[config.mk]
export PLATFORM = sky130hd
export DESIGN_NAME = xtea_enc_arbiter
export DESIGN_NICKNAME = d
export VERILOG_FILES = /design/src/rtl/xtea_enc_arbiter.sv
export SDC_FILE = /design/constraint.sdc
export NUM_CORES = 1
export LEC_CHECK = 0
export BUFFER_PORTS_ARGS = -buffer_cell sky130_fd_sc_hd__buf_2
export CAP_MARGIN = 20
export CORE_AREA = 2 2 407 409
export CTS_CLUSTER_SIZE = 8
export DETAILED_ROUTE_END_ITERATION = 10
export DIE_AREA = 0 0 409 411
export GPL_ROUTABILITY_DRIVEN = 0
export GPL_TIMING_DRIVEN = 0
export PLACE_DENSITY_LB_ADDON = 0.25
export SLEW_MARGIN = 5
export SYNTH_ARGS = -nofsm -noshare
export SYNTH_HDL_FRONTEND = slang
export SYNTH_SLANG_ARGS = --single-unit
[constraint.sdc]
create_clock -name clock -period 2.8 [get_ports clock]
set_input_delay 0.14 -clock clock [delete_from_list [all_inputs] [get_ports clock]]
set_output_delay 0.14 -clock clock [all_outputs]
set_load 0.05 [all_outputs]
[src/rtl/xtea_enc_arbiter.sv]
// xtea_enc_arbiter: shares one xtea_enc core between two requesters.
//
// A job (plaintext, key) is accepted from either port through a valid/ready
// handshake, with round-robin arbitration when both ports are valid. The job
// is latched and launched into the core with a one-cycle start pulse. The
// core's one-cycle ready pulse captures the ciphertext, which is held on the
// response port until the consumer takes it.
//
// Ports:
//   clock, reset_n             clock and asynchronous active-low reset
//   req_valid/req_ready[1:0]   per-port job handshake (bit i = port i)
//   req_data0/1, req_key0/1    per-port plaintext and key
//   rsp_valid/rsp_ready        result handshake
//   rsp_id, rsp_data, rsp_err  issuing port, ciphertext, timeout flag
//   core_start, core_data_in,  start pulse and latched job to the core
//   core_key
//   core_ready, core_data_out  completion pulse and result from the core
//   core_rst                   reset request to the core (timeout only)
//   done_count                 completed-job counter, wraps at 0xFFFF
//
// Build option: define XTEA_ARB_TIMEOUT_EN to abort a job when the core has
// not answered within TIMEOUT cycles. Without it WAIT holds indefinitely and
// core_rst / rsp_err are constant 0.

module xtea_enc_arbiter #(
  parameter int unsigned WORD_SIZE = 128,
  parameter int unsigned TIMEOUT   = 255
) (
  input  logic                 clock,
  input  logic                 reset_n,
  input  logic [1:0]           req_valid,
  output logic [1:0]           req_ready,
  input  logic [WORD_SIZE-1:0] req_data0,
  input  logic [WORD_SIZE-1:0] req_data1,
  input  logic [WORD_SIZE-1:0] req_key0,
  input  logic [WORD_SIZE-1:0] req_key1,
  output logic                 rsp_valid,
  input  logic                 rsp_ready,
  output logic                 rsp_id,
  output logic [WORD_SIZE-1:0] rsp_data,
  output logic                 rsp_err,
  output logic                 core_start,
  output logic [WORD_SIZE-1:0] core_data_in,
  output logic [WORD_SIZE-1:0] core_key,
  input  logic                 core_ready,
  input  logic [WORD_SIZE-1:0] core_data_out,
  output logic                 core_rst,
  output logic [15:0]          done_count
);

  typedef enum logic [1:0] {StIdle, StLaunch, StWait, StResp} state_e;

  state_e                 state_q, state_d;
  logic                   last_grant_q, last_grant_d;
  logic                   rsp_id_q, rsp_id_d;
  logic [WORD_SIZE-1:0]   rsp_data_q, rsp_data_d;
  logic [WORD_SIZE-1:0]   data_q, data_d;
  logic [WORD_SIZE-1:0]   key_q, key_d;
  logic [15:0]            done_count_q, done_count_d;

  logic grant;
  logic accept;

`ifdef XTEA_ARB_TIMEOUT_EN
  localparam int unsigned CntW = (TIMEOUT >= 256) ? $clog2(TIMEOUT + 1) : 8;

  logic [CntW-1:0] cnt_q, cnt_d;
  logic            rsp_err_q, rsp_err_d;
  logic            core_rst_d;
`else
  logic unused_timeout;
  assign unused_timeout = ^TIMEOUT;
`endif

  // On a tie the port that did not win last time is granted.
  always_comb begin
    grant  = (&req_valid) ? ~last_grant_q : req_valid[1];
    accept = (state_q == StIdle) && (|req_valid);
    if (accept) begin
      req_ready = grant ? 2'b10 : 2'b01;
    end else begin
      req_ready = 2'b00;
    end
  end

  always_comb begin
    state_d      = state_q;
    last_grant_d = last_grant_q;
    rsp_id_d     = rsp_id_q;
    rsp_data_d   = rsp_data_q;
    data_d       = data_q;
    key_d        = key_q;
    done_count_d = done_count_q;
`ifdef XTEA_ARB_TIMEOUT_EN
    cnt_d        = cnt_q;
    rsp_err_d    = rsp_err_q;
    core_rst_d   = 1'b0;
`endif

    case (state_q)
      StIdle: begin
        if (accept) begin
          data_d   = grant ? req_data1 : req_data0;
          key_d    = grant ? req_key1  : req_key0;
          rsp_id_d = grant;
          state_d  = StLaunch;
        end
      end
      StLaunch: begin
`ifdef XTEA_ARB_TIMEOUT_EN
        cnt_d = '0;
`endif
        state_d = StWait;
      end
      StWait: begin
        if (core_ready) begin
          rsp_data_d = core_data_out;
`ifdef XTEA_ARB_TIMEOUT_EN
          rsp_err_d  = 1'b0;
`endif
          state_d    = StResp;
        end
`ifdef XTEA_ARB_TIMEOUT_EN
        else if (cnt_q == CntW'(TIMEOUT)) begin
          core_rst_d = 1'b1;
          rsp_data_d = '0;
          rsp_err_d  = 1'b1;
          state_d    = StResp;
        end else begin
          cnt_d = cnt_q + CntW'(1);
        end
`endif
      end
      StResp: begin
        if (rsp_ready) begin
          last_grant_d = rsp_id_q;
          done_count_d = done_count_q + 16'd1;
          state_d      = StIdle;
        end
      end
      default: state_d = StIdle;
    endcase
  end

  always_ff @(posedge clock or negedge reset_n) begin
    if (!reset_n) begin
      state_q      <= StIdle;
      last_grant_q <= 1'b1;
      rsp_id_q     <= 1'b0;
      rsp_data_q   <= '0;
      data_q       <= '0;
      key_q        <= '0;
      done_count_q <= '0;
    end else begin
      state_q      <= state_d;
      last_grant_q <= last_grant_d;
      rsp_id_q     <= rsp_id_d;
      rsp_data_q   <= rsp_data_d;
      data_q       <= data_d;
      key_q        <= key_d;
      done_count_q <= done_count_d;
    end
  end

`ifdef XTEA_ARB_TIMEOUT_EN
  always_ff @(posedge clock or negedge reset_n) begin
    if (!reset_n) begin
      cnt_q     <= '0;
      rsp_err_q <= 1'b0;
    end else begin
      cnt_q     <= cnt_d;
      rsp_err_q <= rsp_err_d;
    end
  end

  // High only in the single WAIT cycle that gives up on the core.
  assign core_rst = core_rst_d;
  assign rsp_err  = rsp_err_q;
`else
  assign core_rst = 1'b0;
  assign rsp_err  = 1'b0;
`endif

  assign core_start   = (state_q == StLaunch);
  assign core_data_in = data_q;
  assign core_key     = key_q;
  assign rsp_valid    = (state_q == StResp);
  assign rsp_id       = rsp_id_q;
  assign rsp_data     = rsp_data_q;
  assign done_count   = done_count_q;

endmodule

==> results.txt <==
Status: completed
Register area: 10,100 sq um
Final Hold Viols: 0
Critical path class: flip-flop to output port
Placed cell count: 4,461
CTS tree: yes
Fin cells: 5,202
Site row count: 149
Die Y: 411 um
Synth top area cells: dfrtp_1, a222oi_1, mux2_2
Worst hold path type: input port to flip-flop
Ys flop type: dfrtp_1
Asr flop ratio synth: 100%
WL final: 111,000 um
R2r worst-path depth: 8
Fin crit period: 2.67 ns
DRT Pass-1 Iters: 10
Yosys warning total: 0
Core Box Area: 164,000 sq um
Hold Crit Endpoint: state_q[1]
Via density: 3.57
Met2 usage: 20.9%
Longest Clk Path Bufs: 3
Yosys top cell area share: 62.5%
Worst-path clk slew: 0.05 ns
CTS Root Cell: clkbuf_16
R2R Setup Slk: 0.13 ns
Clock share of power: 16.4%
Post-DP Area: 24,300 sq um
Combinational Power Share: 57.6%
Int Power: 19.4 mW
Largest net degree at the start of global routing: 99
Final Cell Area: 32,400 sq um
Reg power frac: 26.0%
DPL Wire Length: 89,100 um
Initial antenna violation count: 40
Routed WL per cell: 21.3 um
Clock Skew: 0.0185 ns
Largest family of logic cells by synthesized area: compound AO/OA/AOI/OAI gates
Gr busiest metal: met2
CP Launch Type: flip-flop
Port bufs: 1,050
Ports: 1,053
Register bit total from synthesis: 404
Syn Inst Count: 1,216
Clk_lat worst skew: 0.65 ns
Reg-to-reg endpoint: core_key[43]
Top-count cell post-synth: dfrtp_1
Met3 usage: 3.96%
Final period util: 95.4%
Library cells used by synthesis: 29
Worst VDD drop: 0.714 mV
Vias: 18.6k
P_leak: 16.1 nW
Fmax: 374 MHz
Synth cell count leaders: dfrtp_1, inv_1, a222oi_1
Num Clock Sinks: 404
Htree depth: 2
Slew at the pin closest to its max-slew limit: 0.763 ns
Post-route ant nets: 0
Mapped Avg Cell Area: 13.3 sq um
Total GRT Usage: 12.5%
Layout cells sized above 1: 45.1%
Initial core utilization: 9.84%
Hold_sp: req_valid[0]
TritonCTS Buffers: 58
Worst relative slew slack: 49.1%
Total gr overflow: 0
Synth Area in Compound Gates: 16.2%
CP Capture Type: output port
Final WS setup: 0.129 ns
Initial DRC Count: 2,168
Critical Path RT: 2.66 ns
Synthesized area: 16,100 sq um
Count of final max-slew check failures: 0
Multi-input logic area: 4490 sq um
Switching power: 21.1 mW
Crit path arrival time: 2.53 ns
Fin Hold WS: 0.183 ns
Final setup violation count: 0
Switching Share: 52.1%
Met1 Track Usage GR: 15.2%
EDFF count, synth: 0
# nets final: 3,631
Xor-xnor portion of the synthesized cell area: 0.815%
FILL cells: 18.1k
Hold path depth: 5
Register area share after synthesis: 62.7%
Post-synthesis mux area share: 9.15%
Reg2Reg Launch Point: state_q[0]
DRC viols: 0
Simple logic cell fraction of the synthesized area: 1.03%
Synth area leader: dfrtp_1
Area Growth Syn to Fin: 101%
Die Span X: 409 um
Dpl ws: -0.122 ns
Die area: 168,000 sq um
First-pass GRT wire length: 149,000 um
Vias in the first global route: 19.3k
Max-cap violations: 0
Power Dens Cells: 1250 nW/um^2
Synth Area in Adders: 0.465%
Crit path max fanout: 10
-- worst max path at each step --
stage | from | cells after the start | endpoint
after floorplan | state_q[0] | 7 | core_data_in[119]
after global placement | reset_n | 1 | core_key[66]
after detailed placement | state_q[0] | 7 | core_key[100]
after CTS | state_q[0] | 6 | req_ready[1]
after global routing | state_q[0] | 8 | core_key[61]
final | state_q[0] | 6 | req_ready[1]
-- sequential cells by signal, indices dropped and copies added, names as in the netlist --
| signal | count |
|---|---|
| core_data_in | 128 |
| core_key | 128 |
| rsp_data | 128 |
| done_count | 16 |
| state_q | 2 |
| last_grant_q | 1 |
| rsp_id | 1 |
-- area by class of cell --
cell class | count | share of cell area, %
Tap cell | 2189 | 8.44
Inverter | 262 | 3.03
Multi-Input combinational cell | 451 | 13.8
Clock buffer | 77 | 4.75
Sequential cell | 404 | 31.2
Timing Repair Buffer | 1702 | 36.7
Clock inverter | 5 | 0.216
Antenna cell | 12 | 0.0926
Buffer | 100 | 1.81
-- per-layer routing --
layer / part of all wire, % / vias up
met1: 40 / 9230
met4: 3.1 / 18
met2: 47 / 1003
met3: 9.1 / 179
li1: - / 8121
met5: 0.083 / -
-- layout by cell type, fill, tap and decap left out, types with 3 or more instances in the layout --
master	synthesis	layout
nor3_1	3	3
dfrtp_1	403	403
buf_4	17	18
inv_1	262	262
nand2_1	11	11
buf_6	5	6
a222oi_1	256	256
nor4_1	5	5
buf_12	0	3
clkbuf_4	0	4
diode_2	0	12
clkbuf_1	9	22
xor2_1	7	7
ha_1	6	6
mux2_2	131	131
nor2_1	4	4
clkbuf_16	0	58
buf_16	0	4
nand3_1	6	6
xnor2_1	8	8
buf_2	69	1115
dlygate4sd3_1	0	645
-- power by group through the flow --
stage                     combinational, mW  sequential [mW]  clock [mW]
after global routing                   24.5             10.8        7.15
after global placement                 21.4             10.5           0
after floorplan                        5.02             19.7           0
final                                  23.3             10.5        6.64
after CTS                              23.4             10.5        6.95
after detailed placement               21.5             10.5           0
-- stage by stage --
step | total power [mW] | TNS [ns] | util [%]
final | 40.5 | 0 | 19.8
after CTS | 40.8 | 0 | 19.8
after detailed placement | 32.0 | -1.97 | 14.8
after global routing | 42.4 | -0.00105 | 19.8
after floorplan | 24.7 | 0 | -
after global placement | 31.9 | -3115.67 | 14.7
-- logic make-up (layout without fill, tap and decap cells) --
logic type      count (synthesis)  in the layout
buf+inv                       362           2146
simple gates                   34             34
compound gates                263            263
flops                         404            404
fa+ha+maj                       6              6
mux                           131            131
xor+xnor                       15             15
other cells                     1             14
-- critical path, cell delays in order, from the launching register on --
cell and delay [ns]:
dfrtp_1 0.42, inv_1 0.12, ha_1 0.26, nand2_1 0.11, a21oi_4 0.33, clkbuf_4 0.35, buf_2 0.30
-- repair_timing --
item / in CTS / in global routing
resized for setup: 6 / 10
hold endpoints to repair: 609 / 0
hold buffers: 646 / 0
endpoints found under the setup margin: 22 / 76
setup buffers: 0 / 1
(Power assumes the default switching activity.)
